`src/rtl/count_pkg.sv`:
```
// Shared constants for the cascaded modulo counter.
// Direction and limit-mode encodings used across the chain.
package count_pkg;

  localparam logic CNT_UP   = 1'b1;
  localparam logic CNT_DOWN = 1'b0;

  localparam logic CNT_WRAP = 1'b0;
  localparam logic CNT_SAT  = 1'b1;

endpackage

```
`src/rtl/count_digit.sv`:
```
// One modulo-MODULO digit of the counter chain.
// Steps up/down with wrap; clear, clamped load and limit hold.
module count_digit
  import count_pkg::*;
#(
  parameter  int MODULO = 10,
  localparam int N      = $clog2(MODULO)
) (
  input  logic         clk,
  input  logic         rst_n,
  input  logic         step,
  input  logic         up,
  input  logic         clear,
  input  logic         load,
  input  logic [N-1:0] load_value,
  input  logic         hold,
  output logic [N-1:0] value,
  output logic         tc
);

  localparam logic [N-1:0] MAX = N'(MODULO - 1);

  logic [N-1:0] val_q, val_d;

  always_comb begin
    val_d = val_q;
    if (clear) begin
      val_d = '0;
    end else if (load) begin
      val_d = (load_value > MAX) ? MAX : load_value;
    end else if (step && !hold) begin
      if (up == CNT_UP) begin
        val_d = (val_q == MAX) ? '0 : val_q + N'(1);
      end else begin
        val_d = (val_q == '0) ? MAX : val_q - N'(1);
      end
    end
  end

  always_ff @(posedge clk or negedge rst_n) begin
    if (!rst_n) begin
      val_q <= '0;
    end else begin
      val_q <= val_d;
    end
  end

  assign value = val_q;
  assign tc    = (up == CNT_UP) ? (val_q == MAX)
                                : (val_q == '0);

endmodule

```
`src/rtl/count_chain.sv`:
```
// Cascaded up/down modulo counter (default 4-digit BCD).
// Ripple-free carry enables, terminal flags, registered OVF pulse.
module count_chain
  import count_pkg::*;
#(
  parameter  int MODULO = 10,
  parameter  int DIGITS = 4,
  localparam int N      = $clog2(MODULO)
) (
  input  logic                CLK,
  input  logic                RSTn,
  input  logic                ENABLE,
  input  logic                UP_DOWN,
  input  logic                CLEAR,
  input  logic                LOAD,
  input  logic [DIGITS*N-1:0] LOAD_VALUE,
  input  logic                SAT_MODE,
  output logic [DIGITS*N-1:0] COUNT,
  output logic [DIGITS-1:0]   TC_DIGIT,
  output logic                TC,
  output logic                OVF
);

  logic [DIGITS-1:0] carry;
  logic              limit;
  logic              hold;
  logic              ovf_q, ovf_d;

  assign carry[0] = ENABLE;

  for (genvar i = 0; i < DIGITS; i++) begin : g_digit
    count_digit #(
      .MODULO(MODULO)
    ) u_digit (
      .clk       (CLK),
      .rst_n     (RSTn),
      .step      (carry[i]),
      .up        (UP_DOWN),
      .clear     (CLEAR),
      .load      (LOAD),
      .load_value(LOAD_VALUE[i*N +: N]),
      .hold      (hold),
      .value     (COUNT[i*N +: N]),
      .tc        (TC_DIGIT[i])
    );
    if (i < DIGITS - 1) begin : g_carry
      assign carry[i+1] = carry[i] & TC_DIGIT[i];
    end
  end

  assign TC    = &TC_DIGIT;
  assign limit = ENABLE & TC & ~CLEAR & ~LOAD;
  // In saturate mode every digit freezes at the limit instead of wrapping.
  assign hold  = limit & (SAT_MODE == CNT_SAT);
  assign ovf_d = limit;

  always_ff @(posedge CLK or negedge RSTn) begin
    if (!RSTn) begin
      ovf_q <= 1'b0;
    end else begin
      ovf_q <= ovf_d;
    end
  end

  assign OVF = ovf_q;

endmodule

```
`config.mk`:
```
export PLATFORM = sky130hd
export DESIGN_NAME = count_chain
export DESIGN_NICKNAME = d
export VERILOG_FILES = /design/src/rtl/count_pkg.sv /design/src/rtl/count_digit.sv /design/src/rtl/count_chain.sv
export SDC_FILE = /design/constraint.sdc
export NUM_CORES = 1
export LEC_CHECK = 0
export CAP_MARGIN = 20
export CELL_PAD_IN_SITES_DETAIL_PLACEMENT = 1
export CELL_PAD_IN_SITES_GLOBAL_PLACEMENT = 1
export CORE_ASPECT_RATIO = 0.9
export CORE_MARGIN = 4
export CORE_UTILIZATION = 33
export DETAILED_ROUTE_END_ITERATION = 8
export GPL_TIMING_DRIVEN = 1
export PLACE_DENSITY = 0.87
export SYNTH_ARGS = -nofsm -noshare
export SYNTH_HDL_FRONTEND = slang
export SYNTH_SLANG_ARGS = --single-unit
export TNS_END_PERCENT = 30
```
`constraint.sdc`:
```
create_clock -name CLK -period 2.1 [get_ports CLK]
set_input_delay 0.42 -clock CLK [delete_from_list [all_inputs] [get_ports CLK]]
set_output_delay 0.42 -clock CLK [all_outputs]
set_load 0.01 [all_outputs]
```
==> summary.txt, run 1 <==
Outcome
  – Status: complete, but fails checks
  – Failing checks: negative setup slack

Timing
  – Final Max Slew Viols: 0
  – Final period util: 116%
  – Hold_ws: between 0.4 and 0.5 ns
  – Setup WS post-layout: -0.327 ns
  – Max Fclk: 412 MHz
  – Worst-margin pin slew: approximately 0.48 ns
  – Fin. Hold Viols: 0
  – RSZ-0062 raised after global routing: true
  – Number of setup violations in the final report: 19
  – Clock Skews: around 0.009 ns
  – Max transition margin: 67.5%
  – Post-layout minimum cycle time: around 2.4 ns

Floorplanning
  – Die Width: ~88 microns
  – Starting Density: a little over a third
  – IO Pins: 45
  – Die H: between 80 and 90 microns
  – Core box area: between 5000 and 6000 sq um
  – DIE AREA: approximately 7000 sq um
  – # rows: 25

Flow run
  – Max-cap viol count: 0

Layout
  – Fin util: around 60%
  – Final #Nets: 387
  – Antenna diodes: 0
  – Area grow syn2layout: 70.7%
  – Share of post-route cells with drive strength above 1: 38.7%

Synthesis
  – Seq cells post-synth: 17
  – Syn_nets: 279
  – Yosys cell types: 53
  – FFs w/ async S/R, synth: 100%
  – Post-synth top area share: between 20% and 30%
  – Sequential share of the synthesized area: between 20% and 30%
  – Synth top area cells: dfrtp_1 (22%), ha_1 (7.9%), a21oi_1 (4.7%)
  – Mapped Avg Cell Area: ~7.8 sq um
  – Ys flop type: dfrtp_1
  – Post-synth EDFFs: 0
  – Cell count after synthesis: 244
  – Ys Warns: 0
  – Yosys top cell by area: dfrtp_1
  – Synth Cell Area: 1910 sq um

Setup path
  – Slowest cell on the critical path: dfrtp_1
  – RR Endpoint: g_digit[1].u_digit.value[3]$_DFFE_PN0P_
  – R2R depth: 8
  – Crit path DAT: about 2.6 ns
  – Worst r2r src: g_digit[3].u_digit.value[0]$_DFFE_PN0P_
  – Cell mode on critical path: buf_4
  – Worst-path fanout max: 5
  – Worst-path cell chain: inv_2, ha_4, nor4b_4, nor2_4, buf_4, o32ai_2, buf_4, mux2_2
  – Startpoint Class: flop
  – CP required: 2.26 ns
  – CP peak stage delay: around 0.44 ns
  – Crit Path Class: reg -> reg
  – Setup crit end kind: flop
  – Register-to-register setup slack: -0.33 ns

Detailed routing
  – Drt total wl: approximately 11,000 microns
  – Vias per cell: around 6.2
  – WL per Instance: approximately 26 microns
  – DR vias: ~2,600
  – DR pass1 iterations: 5
  – Residual DRC: 0
  – Detail Route Antenna Nets: 0
  – DR iter-0 viols: 227

GRT
  – Antenna violations before repair: 0
  – Largest net degree at the start of global routing: 18
  – First-pass GRT wire length: ~15,000 microns
  – Remaining Overflow, GRT: 0
  – Overall Global Routing Usage: a little over a quarter
  – Number of global-route vias before repair: roughly 2,700

Pwr
  – Worst ir drop on vdd: approximately 270 uV
  – Pwr Density: 528 nW/um^2
  – LEAKAGE: between 1 and 1.5 nW

Placed design
  – DP HPWL: 6040 microns
  – GPL Wtd Cong: 0.846
  – Port bufs: 44

CTS
  – Clock root buffer: clkbuf_8
  – CTS Buf Count: 3
  – Clk sinks: 17
  – CTS clk-pin slew, worst paths: roughly 0.09 ns
  – Longest Clk Path Bufs: 2
  – Clock Latency Late Sink: 0.27 ns
  – TritonCTS clock tree: built
  – Hold buffers post-CTS: 0
  – CTS H-tree lvls: 1

Min path
  – Path type of the worst min-delay path: in -> async
[logic make-up (layout without fill, tap and decap cells)]
family | Yosys count | count (layout) | share of synthesized area [%]
xor gates and xnor gates | 2 | 2 | 0.919
adders and majority gates | 12 | 12 | 7.87
and+or+nand+nor | 79 | 79 | 24.5
DFF | 17 | 17 | 22.3
buffers and inverters | 45 | 152 | 10.4
muxes | 9 | 9 | 5.12
AOI/OAI and AO/OA | 80 | 80 | 28.9
[cells in the final DEF, fill, tap and decap left out, drive strengths merged, types with 2 or more instances in the layout]
| cell | count |
|---|---|
| buf | 81 |
| o21a | 3 |
| nor4b | 6 |
| inv | 24 |
| nand3b | 2 |
| o31ai | 6 |
| nor4 | 3 |
| clkdlybuf4s50 | 38 |
| nand2b | 6 |
| o21ai | 13 |
| nor3b | 4 |
| and4b | 2 |
| nor2b | 4 |
| nand2 | 18 |
| a311oi | 3 |
| mux2 | 6 |
| a211oi | 3 |
| a2111oi | 2 |
| clkinv | 2 |
| a221oi | 3 |
| mux2i | 3 |
| a21oi | 18 |
| nand3 | 8 |
| o31a | 2 |
| a31oi | 10 |
| nor3 | 7 |
| xnor2 | 2 |
| a311o | 2 |
| o211ai | 3 |
| and3b | 2 |
| clkbuf | 4 |
| or2 | 2 |
| dfrtp | 17 |
| clkdlybuf4s15 | 3 |
| o21bai | 4 |
| ha | 12 |
| nor2 | 10 |
[flip-flops by register name (all words and copies together), names as in the netlist]
| register | flops |
|---|---|
| g_digit.u_digit.value | 16 |
| OVF | 1 |
[area by class of cell]
| cell class | instances | area [sq um] |
|---|---|---|
| Clock buffer | 4 | 45.0 |
| Fill cell | 631 | 2160 |
| Inverter | 26 | 105 |
| Multi-Input combinational cell | 182 | 1540 |
| Sequential cell | 17 | 428 |
| Tap cell | 67 | 83.8 |
| Timing Repair Buffer | 122 | 1050 |
[cells in the mapped netlist (3+ instances only)]
| master | count |
|---|---|
| inv_1 | 24 |
| a21oi_1 | 18 |
| nand2_1 | 18 |
| dfrtp_1 | 17 |
| o21ai_0 | 13 |
| clkbuf_1 | 12 |
| ha_1 | 12 |
| a31oi_1 | 10 |
| nor2_1 | 10 |
| nand3_1 | 7 |
| nor3_1 | 7 |
| mux2_2 | 6 |
| nand2b_1 | 6 |
| nor4b_1 | 6 |
| o31ai_1 | 6 |
| buf_4 | 4 |
| nor2b_1 | 4 |
| nor3b_1 | 4 |
| o21bai_1 | 4 |
| a211oi_1 | 3 |
| a221oi_1 | 3 |
| a311oi_1 | 3 |
| mux2i_1 | 3 |
| nor4_1 | 3 |
| o211ai_1 | 3 |
| o21a_1 | 3 |
[per-layer routing]
layer | share of wire, % | routed length [microns] | track usage, %
met1 | 39 | 4240 | 33.4
met2 | 48 | 5170 | 46.7
met3 | 7.1 | 767 | 3.90
met4 | 5.8 | 632 | 11.9
met5 | 0 | 0 | 0
[power by group]
group,total (W),switching (W),internal [W]
clock,0.000289,0.000153,0.000136
sequential,0.000408,0.0000472,0.000361
combinational,0.00102,0.000523,0.000498
total,0.00172,0.000723,0.000995
[metrics by stage]
step                total power [W]  setup TNS, ns  instances  area [sq um]  setup slack [ns]
finish                      0.00172          -2.38        418          3250            -0.327
global route                0.00179          -3.26        418          3250            -0.355
CTS                         0.00155          -1.08        417          3080            -0.173
detailed placement          0.00121         -10.43        399          2850            -0.688
global placement            0.00116          -8.96        399          2850            -0.693
floorplan                  0.000803        -0.0406        244          1950           -0.0184
[critical path: cells and delay by family (launching register included)]
kind,cells,cell delay (ns)
AO/OA/AOI/OAI,1,0.30
multiplexers,1,0.34
adder cells (fa/ha/maj),1,0.16
flip-flops,1,0.44
buffers and inverters,3,0.50
AND/OR/NAND/NOR,2,0.56
[worst max path at each step]
stage                                                        from                                      end  slack, ns  depth (start not counted)
after floorplan           g_digit[0].u_digit.value[0]$_DFFE_PN0P_  g_digit[3].u_digit.value[3]$_DFFE_PN0P_      -0.02                          6
after global placement                                    UP_DOWN                                       TC      -0.69                          7
after detailed placement                                  UP_DOWN                                       TC      -0.69                          7
after CTS                 g_digit[0].u_digit.value[1]$_DFFE_PN0P_                                       TC      -0.17                          8
after global routing      g_digit[3].u_digit.value[0]$_DFFE_PN0P_  g_digit[1].u_digit.value[3]$_DFFE_PN0P_      -0.35                          8
final                     g_digit[3].u_digit.value[0]$_DFFE_PN0P_  g_digit[1].u_digit.value[3]$_DFFE_PN0P_      -0.33                          8
[timing repair]
action                                  4_1_cts  5_1_grt
gates resized for setup                      38       36
endpoints found under the setup margin       21       21
pin swaps                                     8       12
setup buffers                                14        2
Power figures use the tool's default switching activity.
==> inputs of run 2 (changes only) <==
--- a/config.mk
+++ b/config.mk
@@ -10,10 +10,10 @@
 export CELL_PAD_IN_SITES_GLOBAL_PLACEMENT = 1
 export CORE_ASPECT_RATIO = 0.9
 export CORE_MARGIN = 4
-export CORE_UTILIZATION = 33
+export CORE_UTILIZATION = 37
 export DETAILED_ROUTE_END_ITERATION = 8
 export GPL_TIMING_DRIVEN = 1
-export PLACE_DENSITY = 0.87
+export PLACE_DENSITY = 0.92
 export SYNTH_ARGS = -nofsm -noshare
 export SYNTH_HDL_FRONTEND = slang
 export SYNTH_SLANG_ARGS = --single-unit
==> constraint.sdc (replaced) <==
create_clock -name CLK -period 2.4 [get_ports CLK]
set_input_delay 0.48 -clock CLK [delete_from_list [all_inputs] [get_ports CLK]]
set_output_delay 0.48 -clock CLK [all_outputs]
set_load 0.01 [all_outputs]
==> summary.txt, run 2 (synthesized netlist as in run 1, its figures left out) <==
Outcome
  – Status: finished clean

Floorplanning
  – DIE AREA: ~6400 sq um
  – Die Width: ~84 microns
  – Core box area: approximately 4900 sq um
  – Die H: 76.1 microns
  – IO Pins: 45
  – # rows: 24
  – Starting Density: approximately 39%

Setup path
  – CP required: approximately 1.9 ns
  – Crit path DAT: around 1.9 ns
  – Worst-path fanout max: 2
  – CP Launch Point: g_digit[0].u_digit.value[0]$_DFFE_PN0P_
  – Worst r2r src: g_digit[0].u_digit.value[0]$_DFFE_PN0P_
  – Crit Path Class: reg -> out
  – Setup crit end kind: primary output
  – Startpoint Class: flop

CTS
  – Clk sinks: 17
  – CTS H-tree lvls: 1
  – CTS clk-pin slew, worst paths: 0.08 ns
  – Hold buffers post-CTS: 0
  – Clock Latency Late Sink: 0.27 ns
  – Longest Clk Path Bufs: 2
  – Clock root buffer: clkbuf_8
  – TritonCTS clock tree: built
  – CTS Buf Count: 3

Placed design
  – GPL Wtd Cong: between 0.8 and 0.9
  – Port bufs: 44
  – DP HPWL: between 5000 and 6000 microns
  – DP Cell Count: a little under 400
  – Worst slack, placed: -0.586 ns

Timing
  – Max Fclk: 420 MHz
  – RSZ-0062 raised after global routing: true
  – Hold_ws: between 0.5 and 0.6 ns
  – Worst-margin pin slew: approximately 0.43 ns
  – Fin. Hold Viols: 0
  – Final period util: 99.1%
  – Number of setup violations in the final report: 0
  – Final Max Slew Viols: 0
  – Max transition margin: between 70 and 80%
  – Post-layout minimum cycle time: about 2.4 ns
  – Clock Skews: between 0.007 and 0.008 ns
  – Setup TNS: 0 ns
  – Setup WS post-layout: 0.0217 ns

Detailed routing
  – WL per Instance: 19.3 microns
  – Detail Route Antenna Nets: 0
  – Drt total wl: between 7000 and 8000 microns
  – DR iter-0 viols: ~110
  – Residual DRC: 0
  – DR vias: ~2,300
  – Vias per cell: between 5 and 6
  – Wire length on met2: 3950 microns
  – Met1 wire length: approximately 3200 microns
  – Detail Route met3 WL: between 200 and 300 microns
  – DR pass1 iterations: 4
  – Highest routed metal layer: met4

Pwr
  – Pwr Density: roughly 450 nW/um^2
  – Cell internal pwr: a little under 0.0008 W
  – Switching part of the total: ~39%
  – Power share of the combinational group: between 50% and 60%
  – Sw Pwr: 0.000514 W
  – Worst ir drop on vdd: between 200 and 300 uV
  – Sequential Power Share: around a quarter
  – LEAKAGE: around 1.3 nW
  – Clk pwr share: 18.6%

Min path
  – Path type of the worst min-delay path: in -> async

Layout
  – Area grow syn2layout: 51.3%
  – Fin util: 58.6%
  – Most frequent cells in the layout: buf_4 (54), clkdlybuf4s50_1 (38), inv_1 (20), nand2_1 (18), a21oi_1 (18)
  – Share of post-route cells with drive strength above 1: a little over a quarter
  – Final #Nets: 365
  – Largest register FFs: 16
  – Antenna diodes: 0
  – Layout Cells excl Fill: approximately 400
  – Commonest non-fill, non-tap cell in the layout: buf_4

GRT
  – Number of global-route vias before repair: between 2,000 and 2,500
  – Overall Global Routing Usage: 23.3%
  – Antenna violations before repair: 0
  – First-pass GRT wire length: between 10,000 and 15,000 microns
  – Remaining Overflow, GRT: 0
  – Largest net degree at the start of global routing: 18

Flow run
  – Max-cap viol count: 0
run 2: final timing paths:
path,slack (ns),cells past startpoint,endpoint
worst max-delay path,0.02,8,TC
worst min-delay path,0.54,2,g_digit[3].u_digit.value[3]$_DFFE_PN0P_
worst max register to register,0.04,7,g_digit[3].u_digit.value[2]$_DFFE_PN0P_
worst min register to register,0.61,2,g_digit[3].u_digit.value[0]$_DFFE_PN0P_
max in group asynchronous,1.64,2,OVF$_DFF_PN0_
min in group CLK,0.61,2,g_digit[3].u_digit.value[0]$_DFFE_PN0P_
run 2: worst max-delay path: stages (launching register included):
cell,delay (ns)
dfrtp_1,0.40
inv_2,0.09
ha_4,0.13
or4b_4,0.47
and2_4,0.18
clkinv_4,0.06
nand3_4,0.07
nor2_4,0.12
buf_6,0.10
run 2: layout make-up:
| cell class | instances | area (sq um) |
|---|---|---|
| clock buffers | 3 | 41.3 |
| clock inverters | 1 | 5.00 |
| fillers | 635 | 2040 |
| inverters | 26 | 103 |
| multi-input cells | 182 | 1360 |
| flip-flops and latches | 17 | 425 |
| well taps | 65 | 81.3 |
| repair buffers | 100 | 867 |
run 2: layer usage:
| metal | vias up | GRT usage [%] |
|---|---|---|
| met5 | - | 0 |
| met4 | 0 | 9.00 |
| met3 | 24 | 2.16 |
| met2 | 67 | 44.0 |
| met1 | 1156 | 26.8 |
| li1 | 1069 | - |
run 2: per-stage QoR:
| step | power [W] | cell area (sq um) |
|---|---|---|
| 6_report | 0.00131 | 2890 |
| 5_1_grt | 0.00137 | 2890 |
| 4_1_cts | 0.00127 | 2820 |
| 3_5_place_dp | 0.00102 | 2720 |
| 3_3_place_gp | 0.000976 | 2720 |
| 2_1_floorplan | 0.000690 | 1910 |
run 2: what timing repair did:
item / CTS / global route
resized for setup: 22 / 14
pin swaps: 4 / 3
setup buffers: 3 / 1
hold endpoints to repair: 0 / 0
setup endpoints to repair: 21 / 19
run 2: power groups by stage:
| stage | sequential (W) | clock, W | combinational (W) |
|---|---|---|---|
| 2_1_floorplan | 0.000371 | 0 | 0.000320 |
| 3_3_place_gp | 0.000339 | 0 | 0.000637 |
| 3_5_place_dp | 0.000342 | 0 | 0.000673 |
| 4_1_cts | 0.000341 | 0.000236 | 0.000690 |
| 5_1_grt | 0.000348 | 0.000246 | 0.000776 |
| 6_report | 0.000345 | 0.000242 | 0.000719 |
==> inputs of run 3 (changes only) <==
--- a/config.mk
+++ b/config.mk
@@ -10,10 +10,10 @@
 export CELL_PAD_IN_SITES_GLOBAL_PLACEMENT = 1
 export CORE_ASPECT_RATIO = 0.9
 export CORE_MARGIN = 4
-export CORE_UTILIZATION = 37
+export CORE_UTILIZATION = 33
 export DETAILED_ROUTE_END_ITERATION = 8
 export GPL_TIMING_DRIVEN = 1
-export PLACE_DENSITY = 0.92
+export PLACE_DENSITY = 0.87
 export SYNTH_ARGS = -nofsm -noshare
 export SYNTH_HDL_FRONTEND = slang
 export SYNTH_SLANG_ARGS = --single-unit
==> constraint.sdc (replaced) <==
create_clock -name CLK -period 2.03 [get_ports CLK]
set_input_delay 0.406 -clock CLK [delete_from_list [all_inputs] [get_ports CLK]]
set_output_delay 0.406 -clock CLK [all_outputs]
set_load 0.01 [all_outputs]
==> summary.txt, run 3 (synthesized netlist as in run 1, its figures left out) <==
Outcome
  – Status: complete, but fails checks
  – Failing checks: negative setup slack

CTS
  – Clock Latency Late Sink: 0.29 ns
  – Clock root buffer: clkbuf_8
  – CTS Buf Count: 3
  – TritonCTS clock tree: built
  – Clk sinks: 17
  – CTS H-tree lvls: 1
  – CTS clk-pin slew, worst paths: 0.10 ns
  – Longest Clk Path Bufs: 2

Layout
  – Commonest non-fill, non-tap cell in the layout: buf_4
  – Fillers: between 600 and 700
  – Largest register FFs: 16
  – Most frequent cells in the layout: buf_4 (68), clkdlybuf4s50_1 (38), inv_1 (18), nand2_1 (18), a21oi_1 (17)
  – Final #Nets: about 380
  – Area grow syn2layout: 65.4%
  – Register area: between 400 and 500 sq um
  – Fin util: 58.3%
  – Share of post-route cells with drive strength above 1: 37.4%
  – Layout Cells excl Fill: between 400 and 500
  – Antenna diodes: 0
  – Combined area of the multi-input logic cells: between 1000 and 1500 sq um

Detailed routing
  – Met1 wire length: a little under 4000 microns
  – Detail Route Antenna Nets: 0
  – DR iter-0 viols: between 200 and 250
  – DR vias: 2,609
  – Drt total wl: 10,200 microns
  – Highest routed metal layer: met4
  – WL per Instance: 24.6 microns
  – Wire length on met2: 5140 microns
  – DR pass1 iterations: 5
  – Residual DRC: 0
  – Vias per cell: ~6.3
  – Detail Route met3 WL: about 630 microns

Setup path
  – CP required: about 1.6 ns
  – Setup crit end kind: primary output
  – Startpoint Class: flop
  – Crit path DAT: about 2.0 ns
  – Worst-path fanout max: 2
  – Crit Path Class: reg -> out

GRT
  – Number of global-route vias before repair: between 2,000 and 3,000
  – Largest net degree at the start of global routing: 18
  – Overall Global Routing Usage: between 20% and 30%
  – Remaining Overflow, GRT: 0
  – Antenna violations before repair: 0
  – First-pass GRT wire length: between 15,000 and 20,000 microns

Timing
  – Post-layout minimum cycle time: 2.36 ns
  – Fin. Hold Viols: 0
  – RSZ-0062 raised after global routing: true
  – Hold_ws: roughly 0.45 ns
  – Max transition margin: between 60% and 70%
  – Clock Skews: 0.0179 ns
  – Setup WS post-layout: -0.330 ns
  – Final Max Slew Viols: 0
  – Worst-margin pin slew: between 0.5 and 0.6 ns
  – Max Fclk: approximately 420 MHz
  – Final period util: 116%
  – Number of setup violations in the final report: 20

Pwr
  – Pwr Density: around 550 nW/um^2
  – Sequential Power Share: 23.9%
  – Switching part of the total: approximately two fifths
  – Pwr Total: approximately 0.0017 W
  – Clk pwr share: between 10% and 20%
  – Cell internal pwr: between 0.001 and 0.0015 W
  – LEAKAGE: 1.34 nW
  – Sw Pwr: between 0.0007 and 0.0008 W
  – Worst ir drop on vdd: between 200 and 300 uV
  – Power share of the combinational group: between 50 and 60%

Placed design
  – DP Cell Count: approximately 400
  – Worst slack, placed: -0.721 ns
  – GPL Wtd Cong: between 0.9 and 1
  – Port bufs: between 40 and 50
  – DP HPWL: approximately 6000 microns

Floorplanning
  – Die Width: roughly 88 microns
  – IO Pins: 45
  – # rows: 25
  – Core box area: between 5000 and 6000 sq um
  – Starting Density: a little over a third
  – DIE AREA: 7060 sq um
  – Die H: between 80 and 90 microns

Flow run
  – Max-cap viol count: 0

Min path
  – Path type of the worst min-delay path: in -> async
run 3: cell count changes in the layout (fill, tap and decap cells not counted), sizes merged:
cell	before	now
buf	57	80
clkbuf	3	4
clkdlybuf4s15	2	0
clkinv	3	2
dlygate4sd2	3	1
run 3: timing repair:
item                                    CTS  global route
endpoints found under the setup margin   22            22
setup buffers                            10             2
hold buffers                              0             0
gates cloned                              1             0
pin swaps                                 7             1
gates resized for setup                  49            10
run 3: final cells by class:
cell class / count / share of cell area, %
clock buffers: 4 / 1.43
well taps: 67 / 2.66
repair buffers: 119 / 32.0
multi-input cells: 182 / 47.0
flip-flops and latches: 17 / 13.7
inverters: 26 / 3.25
run 3: routing by layer:
metal / vias to the layer above / GRT usage, %
met3: 50 / 4.10
met1: 1291 / 34.2
met2: 154 / 52.3
met5: - / 0
li1: 1114 / -
met4: 0 / 18.1
run 3: path summary, 6_finish.rpt:
path                                                         start                                      end  slack [ns]  depth (start not counted)
max in group asynchronous                                     RSTn  g_digit[3].u_digit.value[0]$_DFFE_PN0P_        1.32                          2
min reg2reg                g_digit[3].u_digit.value[1]$_DFFE_PN0P_  g_digit[3].u_digit.value[1]$_DFFE_PN0P_        0.67                          3
min in group CLK           g_digit[3].u_digit.value[1]$_DFFE_PN0P_  g_digit[3].u_digit.value[1]$_DFFE_PN0P_        0.67                          3
min                                                           RSTn  g_digit[0].u_digit.value[2]$_DFFE_PN0P_        0.45                          2
max                        g_digit[0].u_digit.value[1]$_DFFE_PN0P_                                       TC       -0.33                          8
max reg2reg                g_digit[0].u_digit.value[1]$_DFFE_PN0P_  g_digit[0].u_digit.value[2]$_DFFE_PN0P_       -0.28                          9
run 3: through the flow:
stage	area (sq um)	setup TNS, ns
finish	3150	-3.69
detailed placement	2880	-10.91
floorplan	1980	-0.0809
CTS	3100	-1.68
global route	3150	-4.27
global placement	2880	-10.43
run 3: critical path, cell delays in order (launching register included):
cell	delay [ns]
dfrtp_2	0.44
inv_2	0.09
ha_4	0.13
or4b_4	0.47
and2_4	0.18
clkinv_4	0.06
nand3_4	0.08
nor2_4	0.11
buf_6	0.11
run 3: power by group through the flow:
stage	clock network [W]	registers, W	logic (W)
floorplan	0	0.000444	0.000402
global placement	0	0.000408	0.000814
detailed placement	0	0.000411	0.000859
CTS	0.000294	0.000405	0.000923
global route	0.000327	0.000415	0.00106
finish	0.000310	0.000411	0.00100
